`src/rtl/dram_req_arbiter.sv`:
```
// dram_req_arbiter: two-master round-robin front end for the DRAM controller.
// Port A (instruction fetch) is read-only, port B (data) is read/write. Only
// one controller transaction is outstanding at a time. Read data is captured
// when the controller drops busy and is returned with a one-cycle done pulse.
module dram_req_arbiter #(
  parameter int TIMEOUT_W = 16
) (
  input  logic        clk,
  input  logic        rst,
  // port A: read-only master
  input  logic        i_a_req,
  input  logic [31:0] i_a_addr,
  input  logic [2:0]  i_a_ctrl,
  output logic        o_a_done,
  output logic [31:0] o_a_rdata,
  // port B: read/write master
  input  logic        i_b_req,
  input  logic        i_b_we,
  input  logic [31:0] i_b_addr,
  input  logic [31:0] i_b_wdata,
  input  logic [2:0]  i_b_ctrl,
  output logic        o_b_done,
  output logic [31:0] o_b_rdata,
  // controller user interface
  output logic        o_mem_rd_en,
  output logic        o_mem_wr_en,
  output logic [31:0] o_mem_addr,
  output logic [31:0] o_mem_wdata,
  output logic [2:0]  o_mem_ctrl,
  input  logic        i_mem_busy,
  input  logic [31:0] i_mem_rdata,
  input  logic        i_mem_calib,
  // status
  output logic        o_grant_b,
  output logic        o_timeout
);

  localparam logic [2:0] S_IDLE      = 3'd0;
  localparam logic [2:0] S_ISSUE     = 3'd1;
  localparam logic [2:0] S_WAIT_ACC  = 3'd2;
  localparam logic [2:0] S_WAIT_DONE = 3'd3;
  localparam logic [2:0] S_RESP      = 3'd4;

  localparam logic [TIMEOUT_W-1:0] WD_ONE = {{(TIMEOUT_W-1){1'b0}}, 1'b1};
  localparam logic [TIMEOUT_W-1:0] WD_MAX = {TIMEOUT_W{1'b1}};

  logic [2:0]           state;
  logic [2:0]           state_nxt;
  logic                 grant_b;
  logic                 last_b;     // 1 when port B owned the last completed transaction
  logic [31:0]          addr_q;
  logic [31:0]          wdata_q;
  logic [2:0]           ctrl_q;
  logic                 we_q;
  logic [31:0]          a_rdata_q;
  logic [31:0]          b_rdata_q;
  logic [TIMEOUT_W-1:0] wd_cnt;
  logic                 timeout_q;

  logic                 can_grant;
  logic                 pick_b;
  logic                 in_wait;
  logic                 mem_complete;

  // Arbitration: new grants only with the controller calibrated and idle.
  // On a tie the port that did not win last time is picked.
  always_comb begin
    can_grant    = 1'b0;
    pick_b       = 1'b0;
    in_wait      = (state == S_WAIT_ACC) || (state == S_WAIT_DONE);
    mem_complete = (state == S_WAIT_DONE) && !i_mem_busy;
    if ((state == S_IDLE) && i_mem_calib && !i_mem_busy && (i_a_req || i_b_req)) begin
      can_grant = 1'b1;
      pick_b    = i_b_req && (!i_a_req || !last_b);
    end
  end

  // Next-state logic for the transaction FSM.
  always_comb begin
    state_nxt = state;
    case (state)
      S_IDLE:      if (can_grant) state_nxt = S_ISSUE;
      S_ISSUE:     state_nxt = S_WAIT_ACC;
      S_WAIT_ACC:  if (i_mem_busy) state_nxt = S_WAIT_DONE;
      S_WAIT_DONE: if (!i_mem_busy) state_nxt = S_RESP;
      S_RESP:      state_nxt = S_IDLE;
      default:     state_nxt = S_IDLE;
    endcase
  end

  // State register; reset aborts any in-flight transaction silently.
  always_ff @(posedge clk or posedge rst) begin
    if (rst) begin
      state <= S_IDLE;
    end else begin
      state <= state_nxt;
    end
  end

  // Grant ownership and round-robin pointer.
  always_ff @(posedge clk or posedge rst) begin
    if (rst) begin
      grant_b <= 1'b0;
      last_b  <= 1'b0;
    end else begin
      if (can_grant) begin
        grant_b <= pick_b;
      end else if (state == S_RESP) begin
        grant_b <= 1'b0;
      end
      if (mem_complete) begin
        last_b <= grant_b;
      end
    end
  end

  // Latch the winner's request so the masters' lines may change after grant.
  always_ff @(posedge clk or posedge rst) begin
    if (rst) begin
      addr_q  <= 32'd0;
      wdata_q <= 32'd0;
      ctrl_q  <= 3'd0;
      we_q    <= 1'b0;
    end else if (can_grant) begin
      if (pick_b) begin
        addr_q  <= i_b_addr;
        wdata_q <= i_b_wdata;
        ctrl_q  <= i_b_ctrl;
        we_q    <= i_b_we;
      end else begin
        addr_q  <= i_a_addr;
        wdata_q <= 32'd0;
        ctrl_q  <= i_a_ctrl;
        we_q    <= 1'b0;
      end
    end
  end

  // Capture controller data for the owner when busy falls (writes included).
  always_ff @(posedge clk or posedge rst) begin
    if (rst) begin
      a_rdata_q <= 32'd0;
      b_rdata_q <= 32'd0;
    end else if (mem_complete) begin
      if (grant_b) begin
        b_rdata_q <= i_mem_rdata;
      end else begin
        a_rdata_q <= i_mem_rdata;
      end
    end
  end

  // Watchdog: counts wait cycles, saturates, and leaves a sticky flag behind.
  always_ff @(posedge clk or posedge rst) begin
    if (rst) begin
      wd_cnt    <= '0;
      timeout_q <= 1'b0;
    end else begin
      if (can_grant) begin
        wd_cnt <= '0;
      end else if (in_wait && (wd_cnt != WD_MAX)) begin
        wd_cnt <= wd_cnt + WD_ONE;
        if (wd_cnt == (WD_MAX - WD_ONE)) begin
          timeout_q <= 1'b1;
        end
      end
    end
  end

  // Enables are decoded from ISSUE so they can never last more than a cycle.
  assign o_mem_rd_en = (state == S_ISSUE) && !we_q;
  assign o_mem_wr_en = (state == S_ISSUE) && we_q;
  assign o_mem_addr  = addr_q;
  assign o_mem_wdata = wdata_q;
  assign o_mem_ctrl  = ctrl_q;

  assign o_a_done    = (state == S_RESP) && !grant_b;
  assign o_b_done    = (state == S_RESP) && grant_b;
  assign o_a_rdata   = a_rdata_q;
  assign o_b_rdata   = b_rdata_q;
  assign o_grant_b   = grant_b;
  assign o_timeout   = timeout_q;

endmodule

```
`config.mk`:
```
export PLATFORM = sky130hd
export DESIGN_NAME = dram_req_arbiter
export DESIGN_NICKNAME = d
export VERILOG_FILES = /design/src/rtl/dram_req_arbiter.sv
export SDC_FILE = /design/constraint.sdc
export NUM_CORES = 1
export LEC_CHECK = 0
export ABC_AREA = 1
export BUFFER_PORTS_ARGS = -buffer_cell sky130_fd_sc_hd__buf_2
export CAP_MARGIN = 20
export CORE_UTILIZATION = 48
export CTS_CLUSTER_DIAMETER = 100
export DETAILED_ROUTE_END_ITERATION = 12
export PLACE_DENSITY = 0.8
export REMOVE_ABC_BUFFERS = 1
export SYNTH_ARGS = -nofsm -noshare
export SYNTH_HDL_FRONTEND = slang
export SYNTH_SLANG_ARGS = --single-unit
```
`constraint.sdc`:
```
create_clock -name clk -period 6.2 [get_ports clk]
set_clock_uncertainty 0.2 [all_clocks]
set_input_delay 0.62 -clock clk [delete_from_list [all_inputs] [get_ports clk]]
set_output_delay 0.62 -clock clk [all_outputs]
set_load 0.02 [all_outputs]
```
-- After elaboration in Yosys (flattened, before gate mapping)
Cells that the tools add are included.
Widths: inputs -> output; s select.
- add/sub/neg operators: 1
- eq/ne operators: 9
- mux-type cells: 14
- bitwise gates (word level): 2
- reductions and logical operators: 25
- operators with widths (cell ; number):
    $mux 32 ; 2
    $mux 16 ; 2
    $add 16x1->16 const B ; 1
    $eq 16x16->1 const B ; 1
    $ne 16x16->1 const B ; 1
    $mux 3 ; 4
    $pmux 3 s4 ; 1
    $logic_and 1x1->1 ; 10
    $eq 3x2->1 const B ; 2
    $ne 2x2->1 const B ; 3
    $reduce_and 3->1 ; 2
    $logic_not 1->1 ; 5
    $mux 1 ; 5
    $reduce_and 2->1 ; 2
    $reduce_bool 2->1 ; 2
    $eq 3x1->1 const B ; 1
    $eq 3x3->1 const B ; 1
    $logic_not 3->1 ; 1
    $logic_or 1x1->1 ; 3
    $not 1->1 ; 2
- bits in registers: 154
- input bits: 141

-- Depth between registers and ports, before layout
- depth in word-level cells: 7
- gate-level depth with buffers: 10
- gate-level depth less buffers: 9

-- Worst setup path before layout
No wires, ideal clock.
- path type: in2reg
- start point: input i_mem_calib
- end point: register addr_q[0] (netlist: o_mem_addr[0])
- arrival time: 1.522 ns
- data required time: 5.878 ns
- slack: 4.355 ns
- cell stages on the path: 9
- path buffers: 2
- cells stage by stage: inv_1 > nor2_1 > o21ai_2 > nor2_8 > nand2_1 > buf_2 > buf_4 > nor2_1 > o21ai_1
- longest elaborated chain between the ends: 5
- elaborated cells on any way between the ends: 6
- classes of those cells: mux: 3; reduce/logical: 3
- RTL lines (item ; line ; RTL):
    from (decl) ; 32 ; input logic i_mem_calib,
    $logic_and 1x1->1 * (3 in series) ; 72 ; if ((state == S_IDLE) && i_mem_calib && !i_mem_busy && (i_a_req || i_b_req)) begin
    $mux 1 ; 72 ;
    $mux 32 ; 125 ; if (pick_b) begin
    to (signal assigned) ; 126 ; addr_q <= i_b_addr;
    to (signal assigned) ; 131 ; addr_q <= i_a_addr;
    to (decl) ; 51 ; logic [31:0] addr_q;
Every way passes the cells marked *; elsewhere a longest branch is shown, timed or not.
A chain may end at the register's enable or synchronous reset.

-- Worst setup path in the final report
- start point: register state[0]
- end point: register wdata_q[8] (netlist: o_mem_wdata[8])
- longest elaborated chain between the ends: 6
- elaborated cells on any way between the ends: 7
- classes of those cells: mux: 3; reduce/logical: 4
- RTL lines (item ; line ; RTL):
    from (decl) ; 47 ; logic [2:0] state;
    from (signal assigned) ; 96 ; state <= state_nxt;
    $logic_not 3->1 * ; 72 ;
    $logic_and 1x1->1 * (3 in series) ; 72 ;
    $mux 1 ; 72 ;
    $mux 32 ; 125 ;
    to (signal assigned) ; 127 ; wdata_q <= i_b_wdata;
    to (decl) ; 52 ; logic [31:0] wdata_q;
Marks and branches as above.

==> results.cfg <==
[synthesis]
yosysWarnings = 0
synth_fa_ha_area_share_pct = 0.373
synth_simple_gate_area_share_pct = 22.9
synthMuxAreaShare_pct = 0
synth-seq-cells = 154
seq_area_frac_synth_pct = 57.4
synth_compound_area_share_pct = 12.0
synth_cells = 766
synthXorXnorAreaFrac_pct = 0.653
syn_area_per_cell_um2 = 8.76
syn_area_um2 = 6710
synth.distinct_cells = 30
synth_top_family_by_area = simple AND/OR/NAND/NOR gates

[drt]
viasPerCell = 4.99
dr.pass1.iters = 5
totalWireLength_mm = 17.4
drc_errors = 0
routed-via-count = 6082
post_drt_wl_per_cell_um = 14.3
drt-initial-drc-count = 370
ant_nets = 0

[sta]
finalSetupViolations = 0
maxSlewViolCount = 0
fin_tns_setup_ns = 0
fin_ws_ns = 3.13
worstMarginPinSlew_ns = 1.04
max_freq_mhz = 326
slew_headroom_pct = 30.7
fin_crit_sh_pct = 49.5
min_period_ns = 3.07
hold_viol = 0
rsz0062_at_grt = no

[floorplanning]
die_height_um = 120
core-area_um2 = 13500
dieArea_um2 = 14500
rows = 42
die_w_um = 120
ios = 278
start_util_pct = 49.9

[global_route]
grt_pass1_wl_mm = 28.3
grt_overflow_total = 0
globalRouteTotalUtil_pct = 25.1
grt_start_max_net_pins = 96
antenna_found_initial = 0
grt_pass1_vias = 5779

[clock_network]
clock_latency_ns = 0.42
clkSinkCount = 154
clockBufferDepth = 2
ctsRootBufferMaster = clkbuf_16
ctsHoldBuffers = 0
cts_buffers = 17
htreeDepth = 4
post_cts_buffers = 0
ctsResizeCount = 0
tritoncts = yes
clk_pin_slew_ns = 0.06

[run_status]
outcome = finished clean

[placement]
dpl_cell_area_um2 = 8120
gp_congestion = 0.841
post-place-ws_ns = 2.82
port_buffers = 277
place_hpwl_mm = 12.2

[final_layout]
syn2layout_area_growth_pct = 29.8
antennaDiodeCount = 0
postLayoutCellArea_um2 = 8710
nNetsFinal = 1173
drive_above_1_share_pct = 34.0

[hold_path]
worstHoldPathType = in -> async

[worst_setup_path]
critical_path_arrival_ns = 3.22
end_kind = register
worstSetupPathType = reg -> reg
cp_max_fo = 40
cp.required_ns = 6.35
worst_setup_path_start_kind = register

[run]
cap_violations = 0

[power]
p_leak_nw = 4.88
total_power_mw = 4.45
power_density_nw_per_um2 = 511
ir_drop_uv = 291
## stage by stage
| step | util, % | cells | hold slack [ns] |
|---|---|---|---|
| after floorplan | - | 730 | 0.250 |
| after global placement | 60.4 | 1186 | 0.243 |
| after detailed placement | 60.4 | 1186 | 0.248 |
| after CTS | 64.6 | 1218 | 0.181 |
| after global routing | 64.8 | 1219 | 0.192 |
| final | 64.8 | 1219 | 0.165 |
## path summary, 6_finish.rpt
kind	startpoint	endpoint	slack, ns	cells past startpoint
setup / recovery	state[0]	o_mem_wdata[8]	3.13	7
hold / removal	rst	o_b_rdata[30]	0.16	2
setup reg to reg	state[0]	o_mem_wdata[8]	3.13	7
hold reg to reg	o_timeout	o_timeout	0.26	1
max in group asynchronous	rst	o_mem_addr[8]	4.33	3
min in group clk	i_b_wdata[10]	o_mem_wdata[10]	0.19	3
## Yosys cell counts
master | number | area, um^2
buf_8 | 1 | 15.0
nand3b_1 | 1 | 7.51
buf_6 | 6 | 67.6
nor2_8 | 2 | 40.0
nor2_1 | 59 | 221
nand3_1 | 12 | 60.1
o211ai_1 | 1 | 7.51
xor2_1 | 4 | 35.0
ha_1 | 2 | 25.0
clkbuf_1 | 9 | 33.8
o31ai_1 | 1 | 7.51
buf_4 | 4 | 30.0
o21ai_0 | 18 | 90.1
nor3_2 | 1 | 10.0
nor3_1 | 1 | 5.00
nor2_4 | 4 | 45.0
dfrtp_1 | 154 | 3850
o21bai_1 | 2 | 15.0
o21ai_2 | 21 | 184
nand2_2 | 5 | 31.3
inv_2 | 8 | 30.0
a21o_1 | 1 | 7.51
or2_2 | 1 | 6.26
xnor2_1 | 1 | 8.76
inv_1 | 50 | 188
nand2_1 | 266 | 998
nand4_1 | 15 | 93.8
nand3_4 | 1 | 17.5
o21ai_1 | 99 | 495
buf_2 | 16 | 80.1
## area by class of cell
cell class                      instances  area (um^2)
Tap cell                              176          220
Timing Repair Buffer                  281         1430
Multi-Input combinational cell        518         2410
Clock buffer                           21          450
Inverter                               58          223
Clock inverter                         11          121
Fill cell                            1188         4740
Sequential cell                       154         3850
## cell families (layout without fill, tap and decap cells)
family                   count (synthesis)  after routing
buffers and inverters                   94            371
flip-flops                             154            154
XOR/XNOR                                 5              5
AO/OA/AOI/OAI                          143            143
adder cells (fa/ha/maj)                  2              2
AND/OR/NAND/NOR                        368            368
## layer usage
metal / vias to the layer above / part of all wire, % / track usage (%)
met5: - / 0 / 0
met4: 0 / 2.8 / 10.2
met3: 38 / 6.1 / 6.51
met2: 230 / 50 / 41.7
met1: 2845 / 41 / 31.3
li1: 2969 / - / -
## placed cells by master, fill, tap and decap left out, types with 2 or more instances in the layout
| master | count |
|---|---|
| buf_2 | 277 |
| nand2_1 | 265 |
| dfrtp_1 | 154 |
| o21ai_1 | 99 |
| nor2_1 | 59 |
| inv_1 | 49 |
| o21ai_2 | 21 |
| o21ai_0 | 18 |
| clkbuf_16 | 17 |
| nand4_1 | 15 |
| nand3_1 | 12 |
| inv_2 | 8 |
| nand2_2 | 6 |
| nor2_4 | 4 |
| xor2_1 | 4 |
| clkinv_2 | 4 |
| clkbuf_1 | 3 |
| buf_4 | 3 |
| nor2_8 | 2 |
| inv_6 | 2 |
| o21bai_1 | 2 |
| ha_1 | 2 |
| bufinv_16 | 2 |
| clkinv_4 | 2 |
| clkinvlp_4 | 2 |
## flip-flops by register name, summed over array words and instances (netlist names)
name,count
o_a_rdata,32
o_b_rdata,32
o_mem_addr,32
o_mem_wdata,32
wd_cnt,16
o_mem_ctrl,3
state,3
last_b,1
o_grant_b,1
o_timeout,1
we_q,1
## where the power goes
group          internal [mW]  switching [mW]  total, mW
clock                  0.602           0.400       1.00
sequential              1.44           0.247       1.68
combinational          0.586            1.18       1.76
## critical path, stage by stage, from the launching register on
cell,delay [ns]
dfrtp_1,0.40
inv_2,0.12
nand3_4,0.11
nor2_8,0.44
nand2_1,0.74
inv_2,0.72
nand2_1,0.12
nand2_1,0.11
(Power assumes the default switching activity.)
